$ cat config.mk
export PLATFORM = sky130hd
export DESIGN_NAME = ram_port_arbiter_flat
export DESIGN_NICKNAME = d
export VERILOG_FILES = /design/src/rtl/ram_port_arbiter_if.sv /design/src/rtl/ram_port_arbiter.sv /design/src/flat_wrapper.sv
export SDC_FILE = /design/constraint.sdc
export NUM_CORES = 1
export LEC_CHECK = 0
export ABC_AREA = 1
export BUFFER_PORTS_ARGS = -buffer_cell sky130_fd_sc_hd__buf_2
export CORE_AREA = 2 2 131 133
export DETAILED_ROUTE_END_ITERATION = 7
export DIE_AREA = 0 0 133 135
export GPL_TIMING_DRIVEN = 0
export PLACE_DENSITY_LB_ADDON = 0.3
export SLEW_MARGIN = 20
export SYNTH_ARGS = -nofsm -noshare
export SYNTH_HDL_FRONTEND = slang
export SYNTH_SLANG_ARGS = --single-unit
$ cat constraint.sdc
create_clock -name CLK -period 1.45 [get_ports CLK]
set_clock_uncertainty 0.2 [all_clocks]
set_input_delay 0.29 -clock CLK [delete_from_list [all_inputs] [get_ports CLK]]
set_output_delay 0.29 -clock CLK [all_outputs]
set_load 0.05 [all_outputs]
$ cat src/rtl/ram_port_arbiter_if.sv
// Bus bundle joining the coherence controller, the two icaches and the RAM model
// to the RAM port arbiter.
interface ram_port_arbiter_if #(
    parameter int WORD_W = 32
);
    logic                   dREN;
    logic                   dWEN;
    logic                   dlock;
    logic [WORD_W-1:0]      daddr;
    logic [WORD_W-1:0]      dstore;
    logic                   dwait;
    logic [WORD_W-1:0]      dload;
    logic [1:0]             iREN;
    logic [1:0][WORD_W-1:0] iaddr;
    logic [1:0]             iwait;
    logic [1:0][WORD_W-1:0] iload;
    logic                   ramREN;
    logic                   ramWEN;
    logic [WORD_W-1:0]      ramaddr;
    logic [WORD_W-1:0]      ramstore;
    logic [WORD_W-1:0]      ramload;
    logic [1:0]             ramstate;

    modport slave (
        input  dREN, dWEN, dlock, daddr, dstore, iREN, iaddr, ramload, ramstate,
        output dwait, dload, iwait, iload, ramREN, ramWEN, ramaddr, ramstore
    );

    modport master (
        output dREN, dWEN, dlock, daddr, dstore, iREN, iaddr, ramload, ramstate,
        input  dwait, dload, iwait, iload, ramREN, ramWEN, ramaddr, ramstore
    );
endinterface

$ cat src/rtl/ram_port_arbiter.sv
// Arbitrates the single RAM port between data-side requests and two icaches;
// data has priority, bounded by a starvation guard for instruction fetch.
module ram_port_arbiter #(
    parameter int WORD_W     = 32,
    parameter int STARVE_MAX = 8
) (
    input  logic              CLK,
    input  logic              RST,
    ram_port_arbiter_if.slave bus
);
    localparam int            SW         = $clog2(STARVE_MAX + 1);
    localparam logic [SW-1:0] STARVE_LIM = SW'(STARVE_MAX);
    localparam logic [SW-1:0] STARVE_0   = {SW{1'b0}};
    localparam logic [1:0]    RAM_ACCESS = 2'd2;

    typedef enum logic [1:0] {
        IDLE   = 2'd0,
        GNT_D  = 2'd1,
        GNT_I0 = 2'd2,
        GNT_I1 = 2'd3
    } state_t;

    state_t        state_r;
    state_t        next_state_s;
    logic          rr_r;
    logic [SW-1:0] starve_r;
    logic [SW-1:0] starve_next_s;
    logic          access_s;
    logic          d_req_s;
    logic          i_any_s;
    logic          pick_s;

    assign access_s = (bus.ramstate == RAM_ACCESS);
    assign d_req_s  = bus.dREN | bus.dWEN;
    assign i_any_s  = |bus.iREN;
    // rr's icache if it is asking, otherwise the other one (the only one left asking)
    assign pick_s   = bus.iREN[rr_r] ? rr_r : ~rr_r;

    // Starvation count after a data ACCESS: saturating while a fetch waits, else cleared.
    always_comb begin
        starve_next_s = STARVE_0;
        if (i_any_s) begin
            if (starve_r == STARVE_LIM) begin
                starve_next_s = STARVE_LIM;
            end else begin
                starve_next_s = starve_r + SW'(1);
            end
        end else begin
            starve_next_s = STARVE_0;
        end
    end

    // Grant state register.
    always_ff @(posedge CLK or posedge RST) begin
        if (RST) begin
            state_r <= IDLE;
        end else begin
            state_r <= next_state_s;
        end
    end

    // Round-robin pointer and starvation counter, updated only on completed accesses.
    always_ff @(posedge CLK or posedge RST) begin
        if (RST) begin
            rr_r     <= 1'b0;
            starve_r <= STARVE_0;
        end else if (access_s) begin
            case (state_r)
                GNT_D: begin
                    starve_r <= starve_next_s;
                end
                GNT_I0: begin
                    rr_r     <= 1'b1;
                    starve_r <= STARVE_0;
                end
                GNT_I1: begin
                    rr_r     <= 1'b0;
                    starve_r <= STARVE_0;
                end
                default: begin
                    starve_r <= starve_r;
                end
            endcase
        end
    end

    // Next grant: starved fetch first, then data, then icaches; grants end on ACCESS or drop.
    always_comb begin
        next_state_s = state_r;
        case (state_r)
            IDLE: begin
                if (i_any_s && (starve_r == STARVE_LIM)) begin
                    next_state_s = pick_s ? GNT_I1 : GNT_I0;
                end else if (d_req_s) begin
                    next_state_s = GNT_D;
                end else if (i_any_s) begin
                    next_state_s = pick_s ? GNT_I1 : GNT_I0;
                end else begin
                    next_state_s = IDLE;
                end
            end
            GNT_D: begin
                if (access_s) begin
                    next_state_s = (bus.dlock && (starve_next_s < STARVE_LIM)) ? GNT_D : IDLE;
                end else if (!d_req_s) begin
                    next_state_s = IDLE;
                end else begin
                    next_state_s = GNT_D;
                end
            end
            GNT_I0: begin
                if (access_s || !bus.iREN[0]) begin
                    next_state_s = IDLE;
                end else begin
                    next_state_s = GNT_I0;
                end
            end
            GNT_I1: begin
                if (access_s || !bus.iREN[1]) begin
                    next_state_s = IDLE;
                end else begin
                    next_state_s = GNT_I1;
                end
            end
            default: begin
                next_state_s = IDLE;
            end
        endcase
    end

    // RAM drive and requester responses decoded from the registered grant.
    always_comb begin
        bus.ramREN   = 1'b0;
        bus.ramWEN   = 1'b0;
        bus.ramaddr  = {WORD_W{1'b0}};
        bus.ramstore = {WORD_W{1'b0}};
        bus.dwait    = 1'b1;
        bus.dload    = {WORD_W{1'b0}};
        bus.iwait    = 2'b11;
        bus.iload    = {(2 * WORD_W){1'b0}};
        case (state_r)
            GNT_D: begin
                bus.ramWEN   = bus.dWEN;
                bus.ramREN   = bus.dREN & ~bus.dWEN;
                bus.ramaddr  = bus.daddr;
                bus.ramstore = bus.dstore;
                bus.dload    = bus.ramload;
                bus.dwait    = ~access_s;
            end
            GNT_I0: begin
                bus.ramREN   = 1'b1;
                bus.ramaddr  = bus.iaddr[0];
                bus.iload[0] = bus.ramload;
                bus.iwait[0] = ~access_s;
            end
            GNT_I1: begin
                bus.ramREN   = 1'b1;
                bus.ramaddr  = bus.iaddr[1];
                bus.iload[1] = bus.ramload;
                bus.iwait[1] = ~access_s;
            end
            default: begin
                bus.dwait    = 1'b1;
            end
        endcase
    end
endmodule

$ cat src/flat_wrapper.sv
// flat-port wrapper written by rule: the top's interface ports become plain ports
module ram_port_arbiter_flat 
#(
    parameter int WORD_W     = 32,
    parameter int STARVE_MAX = 8
)
  (CLK, RST, bus_dREN, bus_dWEN, bus_dlock, bus_daddr, bus_dstore, bus_iREN, bus_iaddr, bus_ramload, bus_ramstate, bus_dwait, bus_dload, bus_iwait, bus_iload, bus_ramREN, bus_ramWEN, bus_ramaddr, bus_ramstore);
  ram_port_arbiter_if #(.WORD_W(WORD_W)) bus_i ();
  input  logic CLK;
  input  logic RST;
  input wire logic [$bits(bus_i.dREN)-1:0] bus_dREN;
  input wire logic [$bits(bus_i.dWEN)-1:0] bus_dWEN;
  input wire logic [$bits(bus_i.dlock)-1:0] bus_dlock;
  input wire logic [$bits(bus_i.daddr)-1:0] bus_daddr;
  input wire logic [$bits(bus_i.dstore)-1:0] bus_dstore;
  input wire logic [$bits(bus_i.iREN)-1:0] bus_iREN;
  input wire logic [$bits(bus_i.iaddr)-1:0] bus_iaddr;
  input wire logic [$bits(bus_i.ramload)-1:0] bus_ramload;
  input wire logic [$bits(bus_i.ramstate)-1:0] bus_ramstate;
  output wire logic [$bits(bus_i.dwait)-1:0] bus_dwait;
  output wire logic [$bits(bus_i.dload)-1:0] bus_dload;
  output wire logic [$bits(bus_i.iwait)-1:0] bus_iwait;
  output wire logic [$bits(bus_i.iload)-1:0] bus_iload;
  output wire logic [$bits(bus_i.ramREN)-1:0] bus_ramREN;
  output wire logic [$bits(bus_i.ramWEN)-1:0] bus_ramWEN;
  output wire logic [$bits(bus_i.ramaddr)-1:0] bus_ramaddr;
  output wire logic [$bits(bus_i.ramstore)-1:0] bus_ramstore;
  assign bus_i.dREN = bus_dREN;
  assign bus_i.dWEN = bus_dWEN;
  assign bus_i.dlock = bus_dlock;
  assign bus_i.daddr = bus_daddr;
  assign bus_i.dstore = bus_dstore;
  assign bus_i.iREN = bus_iREN;
  assign bus_i.iaddr = bus_iaddr;
  assign bus_i.ramload = bus_ramload;
  assign bus_i.ramstate = bus_ramstate;
  assign bus_dwait = bus_i.dwait;
  assign bus_dload = bus_i.dload;
  assign bus_iwait = bus_i.iwait;
  assign bus_iload = bus_i.iload;
  assign bus_ramREN = bus_i.ramREN;
  assign bus_ramWEN = bus_i.ramWEN;
  assign bus_ramaddr = bus_i.ramaddr;
  assign bus_ramstore = bus_i.ramstore;
  ram_port_arbiter #(.WORD_W(WORD_W), .STARVE_MAX(STARVE_MAX)) u_core (.CLK(CLK), .RST(RST), .bus(bus_i));
endmodule
Word-level counts from Yosys, hierarchy flattened. Index checks and enable logic that the tools add are counted. Widths: inputs -> output; s select.

Logic and storage cells: 56. Flip-flop bits (word level): 7. Output and inout bits: 165.

Bitwise gates (word level): 5. Reductions and logical operators: 13. Order comparisons: 2. Multiplexer cells: 27. $add $sub $neg: 1. Eq/ne operators: 5.

Operator list (count): $mux 32 (4); $pmux 32 s3 (1); $mux 2 (6); $mux 1 (10); $mux 4 (2); $pmux 2 s4 (1); $pmux 4 s2 (1); $eq 2x2->1 const B (3); $add 4x1->4 const B (1); $eq 4x4->1 const B (1); $lt 4x4->1 const B (1); $pmux 1 s2 (2); $reduce_and 2->1 (2); $reduce_bool 2->1 (2); $reduce_or 2->1 (2); $not 1->1 (3); $eq 2x1->1 const B (1); $logic_and 1x1->1 (2); $logic_not 1->1 (2); $logic_not 2->1 (1); $logic_or 1x1->1 (2); $lt 1x2->1 const B (1); $and 1x1->1 (1); $or 1x1->1 (1).

Depth between registers and ports, before layout.
Depth after elaboration: 8. Mapped depth: 8. Depth with buffers taken out: 8.

Worst setup path before layout. No wires, ideal clock.

Kind: reg2out. Start: register u_core.state_r[0]. End: output bus_ramREN. Setup slack: -0.785 ns. Arrival: 1.745 ns. Buffers on the path: 1. Cell stages (with the launch flop): 4. Required time: 0.960 ns. Cells stage by stage: dfrtp_1 -> buf_2 -> inv_1 -> o31ai_1.

Word-level cells in the longest chain between the ends: 3. Elaborated cells between the ends (all ways): 5.

RTL lines: from (decl) (RTL line ram_port_arbiter.sv:23) `state_t state_r;`; from (signal assigned) (RTL line ram_port_arbiter.sv:58) `state_r <= next_state_s;`; $eq 2x2->1 (RTL line ram_port_arbiter.sv:141) `case (state_r)`; $reduce_or 2->1 (no source line); $pmux 1 s2 (*) (RTL line ram_port_arbiter.sv:141); to (decl) (RTL line flat_wrapper.sv:24) `output wire logic [$bits(bus_i.ramREN)-1:0] bus_ramREN;`.

Mark *: on every way between the ends. The rest lies on a longest branch, timed or not.

Worst setup path after layout.
Start: register u_core.state_r[0]. End: output bus_iload[13].

Word-level cells in the longest chain between the ends: 2.

RTL lines: $eq 2x2->1 (RTL line ram_port_arbiter.sv:141); $mux 32 (RTL line ram_port_arbiter.sv:141); to (decl) (RTL line flat_wrapper.sv:23) `output wire logic [$bits(bus_i.iload)-1:0] bus_iload;`.

No other way between the ends.

==> results.json <==
{
  "synth_area_leaders": "nor2_1, nand3_1, nand2_1",
  "start_kind": "flip-flop",
  "antenna_found_initial": 0,
  "start_util_pct": 11.53,
  "power.density_nw_per_um2": 2417,
  "ys_ff_latch": 7,
  "grt_pass1_wl_um": 21550,
  "netlist_area_um2": 1892,
  "drc": 0,
  "ys_seq_area_share_pct": 9.259,
  "io_pins": 334,
  "yosysTopAreaCell": "nor2_1",
  "vias_per_cell": 4.016,
  "synth_fp_nets": 586,
  "grt_pass1_vias": 4165,
  "p_int_mw": 8.166,
  "cp.arrival_ps": 1490,
  "rows": 47,
  "violations": "setup timing",
  "root_buffer": "clkbuf_16",
  "cts_inserted_buffers": 3,
  "hold_path.class": "primary input to flip-flop",
  "ant_nets": 0,
  "slew_violations": 0,
  "rsz0062_at_grt": "yes",
  "clkPwrFrac_pct": 2.5,
  "cts_tree": "done",
  "die_w_um": 133,
  "switching_power_mw": 10.64,
  "worst_pin_slew_ps": 335.3,
  "routabilityCongestion": 0.7699,
  "synthAdderAreaFrac_pct": 1.323,
  "drtIter0Drc": 64,
  "critical_path_class": "flip-flop to output port",
  "max_freq_ghz": 0.5039,
  "clk_latency_ps": 230,
  "synthCells": 415,
  "multi_input_area_um2": 2907,
  "vias": 4056,
  "hpwl_um": 10630,
  "final_util_pct": 47.43,
  "synth_compound_area_share_pct": 3.307,
  "setup_slack_ps": -534.5,
  "synthMuxAreaShare_pct": 0,
  "synth_top_family_by_area": "simple AND/OR/NAND/NOR gates",
  "yosys_warnings": 0,
  "synth_top_cell_area_share_pct": 26.39,
  "clkSinkCount": 7,
  "routedWlPerCell_um": 14.53,
  "synth-simple-area-share_pct": 62.43,
  "pwr-share-seq_pct": 2.0,
  "cts_max_level": 1,
  "nets": 962,
  "cts_buffer_depth": 2,
  "critical_path_required_ps": 960,
  "reg2reg_from": "u_core.state_r[1]",
  "leakagePower_nw": 3.802,
  "synth_xor_area_share_pct": 0.4630,
  "drt_wl_total_um": 14670,
  "antennaDiodeCount": 0,
  "irDropWorstVdd_mv": 1.325,
  "slew_headroom_pct": 77.62,
  "dr.pass1.iters": 4,
  "min_period_ps": 1985,
  "core-area_um2": 16410,
  "crit_start": "u_core.state_r[0]",
  "avgSynthCellArea_um2": 4.559,
  "gr-total-overflow": 0,
  "grt_max_degree": 11,
  "maxCapViolCount": 0,
  "final-setup-viol-count": 165,
  "switching_share_pct": 56.58,
  "fillCellCount": 1497,
  "grtUsageTotal_pct": 14.71,
  "syn_to_final_growth_pct": 311.3,
  "design.die.area_um2": 17960,
  "period_share_pct": 136.9,
  "regArea_um2": 177.7,
  "die_h_um": 135,
  "power_mw": 18.81,
  "hold_viol": 0,
  "critPathCaptureType": "output port",
  "hp-start": "bus_iREN[0]",
  "path_clk_slew_ps": 40,
  "run_status": "finished, violations left",
  "portBuffers": 333,
  "p_comb_share_pct": 95.5,
  "worstPathMaxFanout": 8,
  "yosys.cell_types.count": 20,
  "drive_above_1_share_pct": 81.39
}
-- registers in the layout, indices dropped and copies added (netlist names) --
| name | count |
|---|---|
| u_core.rr_r | 1 |
| u_core.state_r | 2 |
| u_core.starve_r | 4 |
-- Yosys cell counts (all sizes together) --
cell	n
nand4	1
a21oi	1
o22ai	2
o21ai	5
dfrtp	7
xnor2	1
ha	2
nor2	135
o31ai	1
buf	17
a31oi	2
clkbuf	9
inv	80
nand2	82
nand3	70
-- worst max-delay path: stages, from the launching register on --
cell	delay, ps
dfrtp_1	380
buf_12	160
inv_8	70
nand2_8	80
buf_12	150
clkbuf_16	170
nor2_4	80
buf_6	160
-- cells in the final DEF, fill, tap and decap left out, types with 15 or more instances in the layout --
cell	instances
inv_1	74
nor2_4	128
nand3_1	34
nand2_2	59
buf_2	171
buf_8	69
buf_4	21
buf_6	99
buf_12	19
nand2_1	15
nand3_4	32
-- cell type report --
type	count	area share, %
flip-flops and latches	7	2.283
well taps	220	3.538
multi-input cells	302	37.35
clock buffers	4	1.013
plain buffers	25	5.950
inverters	80	4.277
repair buffers	372	45.59
-- routing by layer --
layer	wire length, µm	track usage, %	share of wire (%)	up-vias
met3	912	2.402	6.2	8
met5	0	0	0	-
met2	8341	29.94	57	189
met1	5282	16.38	36	1855
li1	-	-	-	2004
met4	137	1.434	0.93	0
-- power groups by stage --
stage	Sequential [mW]	Combinational (mW)	Clock [mW]
3_3_place_gp	0.395	12.5	0
5_1_grt	0.388	18.7	0.497
3_5_place_dp	0.394	12.5	0
6_report	0.376	18.0	0.473
2_1_floorplan	0.375	10.1	0
4_1_cts	0.382	17.3	0.481
-- metrics by stage --
step                worst slack [ps]  area, µm²  hold slack, ps  cells  setup TNS [ps]
detailed placement            -679.3       5399           39.61    968          -69500
finish                        -534.5       7781           152.1   1010          -75890
CTS                           -587.3       7233           129.7   1003          -80220
global route                  -570.6       7781           175.4   1010          -84020
floorplan                     -255.0       3457          -106.7    415          -30360
global placement              -693.6       5399           41.92    968          -70800
-- timing repair --
| action | CTS | global route |
|---|---|---|
| hold buffers | 1 | 0 |
| hold endpoints to repair | 7 | 0 |
| setup endpoints to repair | 167 | 171 |
| cloned | 10 | 2 |
| resized for setup | 392 | 164 |
| pin swaps | 5 | 20 |
| setup buffers | 20 | 8 |
-- cell families after synthesis --
kind of cell,count (synthesis)
simple gates,288
buf+inv,106
compound gates,11
flops,7
fa+ha+maj,2
xor+xnor,1
-- worst paths after layout --
kind	to	slack, ps	depth (start not counted)
worst max-delay path	bus_iload[13]	-530	7
worst min-delay path	u_core.state_r[1]	150	3
worst max register to register	u_core.state_r[1]	10	6
worst min register to register	u_core.rr_r	300	2
max in group asynchronous	u_core.state_r[1]	460	3
min in group asynchronous	u_core.starve_r[2]	340	3
Note: power is estimated with default switching activity, not from simulation.
